**src/rtl/rf_write_arbiter.sv**
```systemverilog
// Register-file write-port arbiter.
// Shares one register-file write port between the in-order writeback stage
// and a multi-cycle execution unit. MC results wait in a small FIFO. A wait
// counter stalls WB once the FIFO head has been denied too long. A busy
// scoreboard tracks the destinations of in-flight MC operations.
module rf_write_arbiter #(
    parameter int FIFO_DEPTH = 2,
    parameter int MAX_WAIT   = 4,
    parameter int DATA_WIDTH = 32
) (
    input  logic                            i_Clk,
    input  logic                            i_Reset,
    input  logic                            i_WB_wEnable,
    input  logic [4:0]                      i_WB_wAddr,
    input  logic [DATA_WIDTH-1:0]           i_WB_wData,
    input  logic                            i_MC_Valid,
    output logic                            o_MC_Ready,
    input  logic [4:0]                      i_MC_wAddr,
    input  logic [DATA_WIDTH-1:0]           i_MC_wData,
    input  logic                            i_Issue_Valid,
    input  logic [4:0]                      i_Issue_Rd,
    output logic                            o_Issue_Ready,
    input  logic [4:0]                      i_rAddr_1,
    input  logic [4:0]                      i_rAddr_2,
    output logic                            o_Hazard_1,
    output logic                            o_Hazard_2,
    output logic                            o_StallWB,
    output logic                            o_wEnable,
    output logic [4:0]                      o_wAddr,
    output logic [DATA_WIDTH-1:0]           o_wData,
    output logic [$clog2(FIFO_DEPTH):0]     o_Pending
);

    localparam int PW = $clog2(FIFO_DEPTH);
    localparam int CW = PW + 1;
    localparam int WW = (MAX_WAIT < 1) ? 1 : $clog2(MAX_WAIT + 1);

    logic [4:0]            fifo_addr [FIFO_DEPTH];
    logic [DATA_WIDTH-1:0] fifo_data [FIFO_DEPTH];
    logic [PW-1:0]         wr_ptr;
    logic [PW-1:0]         rd_ptr;
    logic [CW-1:0]         count;
    logic [WW-1:0]         wait_cnt;
    logic [31:1]           busy_q;
    logic [31:0]           busy_vec;

    logic                  fifo_empty;
    logic                  push;
    logic                  pop;
    logic                  wb_req;
    logic                  wb_grant;
    logic                  mc_grant;
    logic [4:0]            head_addr;
    logic [DATA_WIDTH-1:0] head_data;
    logic                  issue_set;

    // x0 is hard-wired never busy, so it sits outside the register
    assign busy_vec   = {busy_q, 1'b0};

    assign fifo_empty = (count == '0);
    assign o_MC_Ready = (count < CW'(FIFO_DEPTH));
    assign push       = i_MC_Valid && o_MC_Ready;
    assign head_addr  = fifo_addr[rd_ptr];
    assign head_data  = fifo_data[rd_ptr];

    assign o_StallWB  = (wait_cnt == WW'(MAX_WAIT));
    assign o_Pending  = count;

    // A write to x0 is not a real request and must never take the port
    assign wb_req     = i_WB_wEnable && (i_WB_wAddr != 5'd0);
    assign wb_grant   = wb_req && !o_StallWB;
    // wait_cnt only becomes nonzero while the FIFO holds an entry, so a stall
    // always has a head to grant
    assign mc_grant   = !fifo_empty && (o_StallWB || !wb_req);
    assign pop        = mc_grant;

    assign issue_set     = i_Issue_Valid && o_Issue_Ready && (i_Issue_Rd != 5'd0);
    assign o_Issue_Ready = ~busy_vec[i_Issue_Rd];
    assign o_Hazard_1    = busy_vec[i_rAddr_1];
    assign o_Hazard_2    = busy_vec[i_rAddr_2];

    // Write-port mux; enable is gated by reset so nothing writes during reset
    always_comb begin
        o_wEnable = 1'b0;
        o_wAddr   = 5'd0;
        o_wData   = '0;
        if (mc_grant) begin
            o_wAddr = head_addr;
            o_wData = head_data;
        end else if (wb_grant) begin
            o_wAddr = i_WB_wAddr;
            o_wData = i_WB_wData;
        end
        o_wEnable = i_Reset && (mc_grant || wb_grant) && (o_wAddr != 5'd0);
    end

    // MC result FIFO: storage, pointers and occupancy
    always_ff @(posedge i_Clk or negedge i_Reset) begin
        if (!i_Reset) begin
            wr_ptr <= '0;
            rd_ptr <= '0;
            count  <= '0;
            for (int i = 0; i < FIFO_DEPTH; i++) begin
                fifo_addr[i] <= 5'd0;
                fifo_data[i] <= '0;
            end
        end else begin
            if (push) begin
                fifo_addr[wr_ptr] <= i_MC_wAddr;
                fifo_data[wr_ptr] <= i_MC_wData;
                wr_ptr            <= wr_ptr + PW'(1);
            end
            if (pop) begin
                rd_ptr <= rd_ptr + PW'(1);
            end
            case ({push, pop})
                2'b10:   count <= count + CW'(1);
                2'b01:   count <= count - CW'(1);
                default: count <= count;
            endcase
        end
    end

    // Starvation counter: counts cycles the head is present but not granted
    always_ff @(posedge i_Clk or negedge i_Reset) begin
        if (!i_Reset) begin
            wait_cnt <= '0;
        end else if (pop || fifo_empty) begin
            wait_cnt <= '0;
        end else if (wait_cnt != WW'(MAX_WAIT)) begin
            wait_cnt <= wait_cnt + WW'(1);
        end
    end

    // Busy scoreboard: clear on pop first so a same-edge issue re-sets the bit
    always_ff @(posedge i_Clk or negedge i_Reset) begin
        if (!i_Reset) begin
            busy_q <= '0;
        end else begin
            logic [31:0] nxt;
            nxt = busy_vec;
            if (pop) begin
                nxt[head_addr] = 1'b0;
            end
            if (issue_set) begin
                nxt[i_Issue_Rd] = 1'b1;
            end
            busy_q <= nxt[31:1];
        end
    end

endmodule

```
**config.mk**
```make
export PLATFORM = sky130hd
export DESIGN_NAME = rf_write_arbiter
export DESIGN_NICKNAME = d
export VERILOG_FILES = /design/src/rtl/rf_write_arbiter.sv
export SDC_FILE = /design/constraint.sdc
export NUM_CORES = 1
export LEC_CHECK = 0
export CAP_MARGIN = 20
export CORE_MARGIN = 4
export CORE_UTILIZATION = 40
export CTS_BUF_LIST = sky130_fd_sc_hd__clkbuf_4
export CTS_CLUSTER_SIZE = 20
export DETAILED_ROUTE_END_ITERATION = 8
export PLACE_DENSITY = 0.73
export SLEW_MARGIN = 0
export SYNTH_ARGS = -nofsm -noshare
export SYNTH_HDL_FRONTEND = slang
export SYNTH_SLANG_ARGS = --single-unit
```
**constraint.sdc**
```tcl
create_clock -name i_Clk -period 3.3 [get_ports i_Clk]
set_clock_uncertainty 0.15 [all_clocks]
set_input_delay 0.66 -clock i_Clk [delete_from_list [all_inputs] [get_ports i_Clk]]
set_output_delay 0.66 -clock i_Clk [all_outputs]
set_load 0.005 [all_outputs]
```
==> run summary <==
The wire length per cell after detailed routing was 20.4 um; the number of buffers created by CTS was 9. The number of remaining DRC errors came out at 0. The first global-routing pass estimated 30,300 um of wire. Each instance of the synthesized netlist takes up on average 10.7 um2. The layout overhead on the synthesized area is 38.0%.

The logs give 1 for the number of antenna violations at the first check in global routing and 15,200 um2 for the area of the core. The die is 133 um tall. The startpoint identified for the worst register-to-register timing path is rd_ptr. Initial core utilization: 40.8%. Headroom to the max-slew limit came out at 46.7%. The smallest clock period supported by the final layout is computed as 3260 ps. For the pin with the worst max-slew slack, the measured transition is 799 ps. STA classifies the critical path endpoint as an output port. The largest area contributor in the netlist was dfrtp_1.

The total clock sinks came out at 112. DRC marker count from the first detailed-route iteration: 340. Setup repair after global routing could not meet its margin everywhere. Setup slack on the worst reg-to-reg path comes out at 890 ps.

Overall power of the completed layout: 0.00657 W. Yosys printed 0 warnings. The die covers 17,600 um2.

After detailed routing, the number of vias per cell comes to 5.72. For the maximum frequency from static timing analysis, the log shows 307 MHz. After detailed routing, the total wire length is 19,400 um.

After floorplanning, the core was divided into 45 placement rows. The synthesized design contains 0 enable-type register cells. X dimension of the die: 133 um. First-pass iteration count of the detailed router: 5. The most common cell in the netlist is dfrtp_1. The post-detailed-route count of antenna-violating nets was 0. At the end of routability-driven placement, the weighted congestion stood at 0.912.

In the post-synthesis netlist, the biggest area contributors are dfrtp_1 45%, mux2_2 14%, mux2i_1 8.9%. The hold slack came out at 125 ps. Among all flip-flop cells after synthesis, the most frequent one is dfrtp_1. The endpoint identified for the worst register-to-register timing path is busy_q[25]. The min-delay analysis places its worst path in the category in2async. After synthesis the cells add up to 6210 um2. The data arrival at the endpoint of the critical path was 2450 ps; the post-synthesis async set-or-reset flop share was 100%. The run finished with clean final reports. The worst setup path is launched from an input pin.

The total count of max-transition violations in the final report was 0; the residual overflow from global routing was 0. The ratio of total power to cell area is 767 nW/um2, and the leakage power summed over all cells is 3.67 nW. The clock-pin slew on the worst setup and hold paths is 170 ps, and the total half-perimeter wirelength after legalization and detailed placement is 13,300 um. The slowest stage of the critical path is the or4_4 cell.

In this design, the stage delay of the slowest critical-path cell is 560 ps. The clock insertion delay at the later pin of the skew report is 460 ps, and the utilization after layout is 56.3%. Of the cells placed in the final design, the portion with a size suffix greater than 1 is 30.8%. The top-area cell type share of the netlist area was 45.2%.

After synthesis, the netlist uses 49 different library cells. The part of the cycle the worst path needs is 98.7%, and the flip-flop and latch count after synthesis is 112. Max-cap violations in this run came to 0.

TritonCTS built the clock tree. Data on the critical path is required at its endpoint by 2490 ps. Across the VDD grid, the largest voltage drop is 0.363 mV.

The start-to-end type of the worst setup path was in2out. Sorting the synthesized cells by how often they occur yields 112 x dfrtp_1, 95 x o21ai_0, 78 x mux2_2, 62 x nand2_1, 55 x mux2i_1. The run gives 65 as the pin count of the biggest net entering global routing. The tools report the count of final setup violators as 0. The run gives 139 as the top-level I/O count. Counting cells, the worst reg-to-reg path comes to 4.

In this run the tool buffered the top-level ports with 138 buffer cells. The critical path goes through dlygate4sd2_1, or4_4, o21ai_4, buf_12, buf_6, nand2_8, buf_8, o21ai_2, clkdlybuf4s15_1. The overall fraction of global-route tracks in use was 21.8%.

The maximum fanout count along the critical path was 5; the via count was 5,444. The number of instances in the synthesized netlist is 580. CTS built an H-tree with a depth of 3. The tools report the number of failing hold endpoints at the final stage as 0.

The net count of the finished layout is 854. Counting every net in the synthesized netlist gives 677. The logs give 5,637 for the via count of the first global-routing pass and 2 for the maximum clock path buffer count.

Clock tree synthesis selected as its root buffer the cell clkbuf_4. The share of synthesized area occupied by flip-flops and latches came out at 45.2%.
[worst max-delay path by stage]
stage                  start       endpoint  slack (ps)
2_1_floorplan  i_Issue_Rd[1]  o_Issue_Ready         570
3_5_place_dp   i_Issue_Rd[0]  o_Issue_Ready        -480
6_report       i_WB_wAddr[1]     o_wAddr[3]          40
3_3_place_gp   i_Issue_Rd[0]  o_Issue_Ready        -430
4_1_cts        i_WB_wAddr[4]    o_wData[29]         -40
5_1_grt        i_WB_wAddr[1]    o_wData[28]         -10
[sequential cells by signal, summed over array words and instances, names as in the netlist]
| register | count |
|---|---|
| o_Pending | 2 |
| rd_ptr | 1 |
| busy_q | 31 |
| fifo_data | 64 |
| fifo_addr | 10 |
| wait_cnt | 3 |
| wr_ptr | 1 |
[cells by family after synthesis]
logic type | share of synthesized area, %
buf+inv | 3.37
compound gates | 13.3
fa+ha+maj | 0.605
flops | 45.2
mux | 25.9
xor+xnor | 0.847
simple gates | 10.8
[report_power, final]
part,internal [W],switching (W),total [W]
clock network,0.000231,0.000446,0.000678
registers,0.00205,0.000658,0.00271
logic,0.00167,0.00151,0.00318
total,0.00396,0.00261,0.00657
[critical path, delay by kind of cell]
kind / cells / cell delay [ps]
AOI/OAI and AO/OA: 2 / 260
buffers and inverters: 5 / 900
and+or+nand+nor: 2 / 620
[layout by cell type, fill, tap and decap left out, drive strengths merged, types with 6 or more instances in the layout]
master / count
a2111oi: 8
buf: 68
clkbuf: 22
clkdlybuf4s50: 87
dfrtp: 112
dlygate4sd2: 22
inv: 13
mux2: 78
mux2i: 55
mux4: 8
nand2: 66
nand3: 10
nor2: 9
nor2b: 17
o21ai: 97
xnor2: 6
[layout make-up]
cell class / instances / area [um2]
inverters: 12 / 45.0
fillers: 1326 / 6640
flip-flops and latches: 112 / 2800
clock inverters: 7 / 71.3
clock buffers: 9 / 67.6
repair buffers: 198 / 1900
diodes: 1 / 2.50
multi-input cells: 424 / 3440
well taps: 188 / 235
[per-stage QoR]
stage	cell area (um2)	instances	setup slack (ps)	TNS [ps]
finish	8560	951	41.7	0
global route	8560	951	-10.8	-11.6
CTS	8520	946	-42.6	-75.4
detailed placement	8050	911	-479	-14400
global placement	8050	911	-430	-12810
floorplan	6210	580	573	0
[layer usage]
| layer | global-route usage, % | wire length [um] | share of wire [%] | vias to the layer above |
|---|---|---|---|---|
| li1 | - | - | - | 2492 |
| met2 | 36.6 | 9600 | 49 | 211 |
| met1 | 27.3 | 7990 | 41 | 2714 |
| met5 | 0 | 0 | 0 | - |
| met3 | 5.21 | 1270 | 6.5 | 27 |
| met4 | 8.08 | 535 | 2.8 | 0 |
[repair_timing]
item                                    4_1_cts  5_1_grt
buffers inserted                             14        3
hold buffers                                  0        0
resized for setup                           158       35
gates cloned                                  5        1
pin swaps                                    18        4
endpoints found under the setup margin       41       31
(Power assumes the default switching activity.)
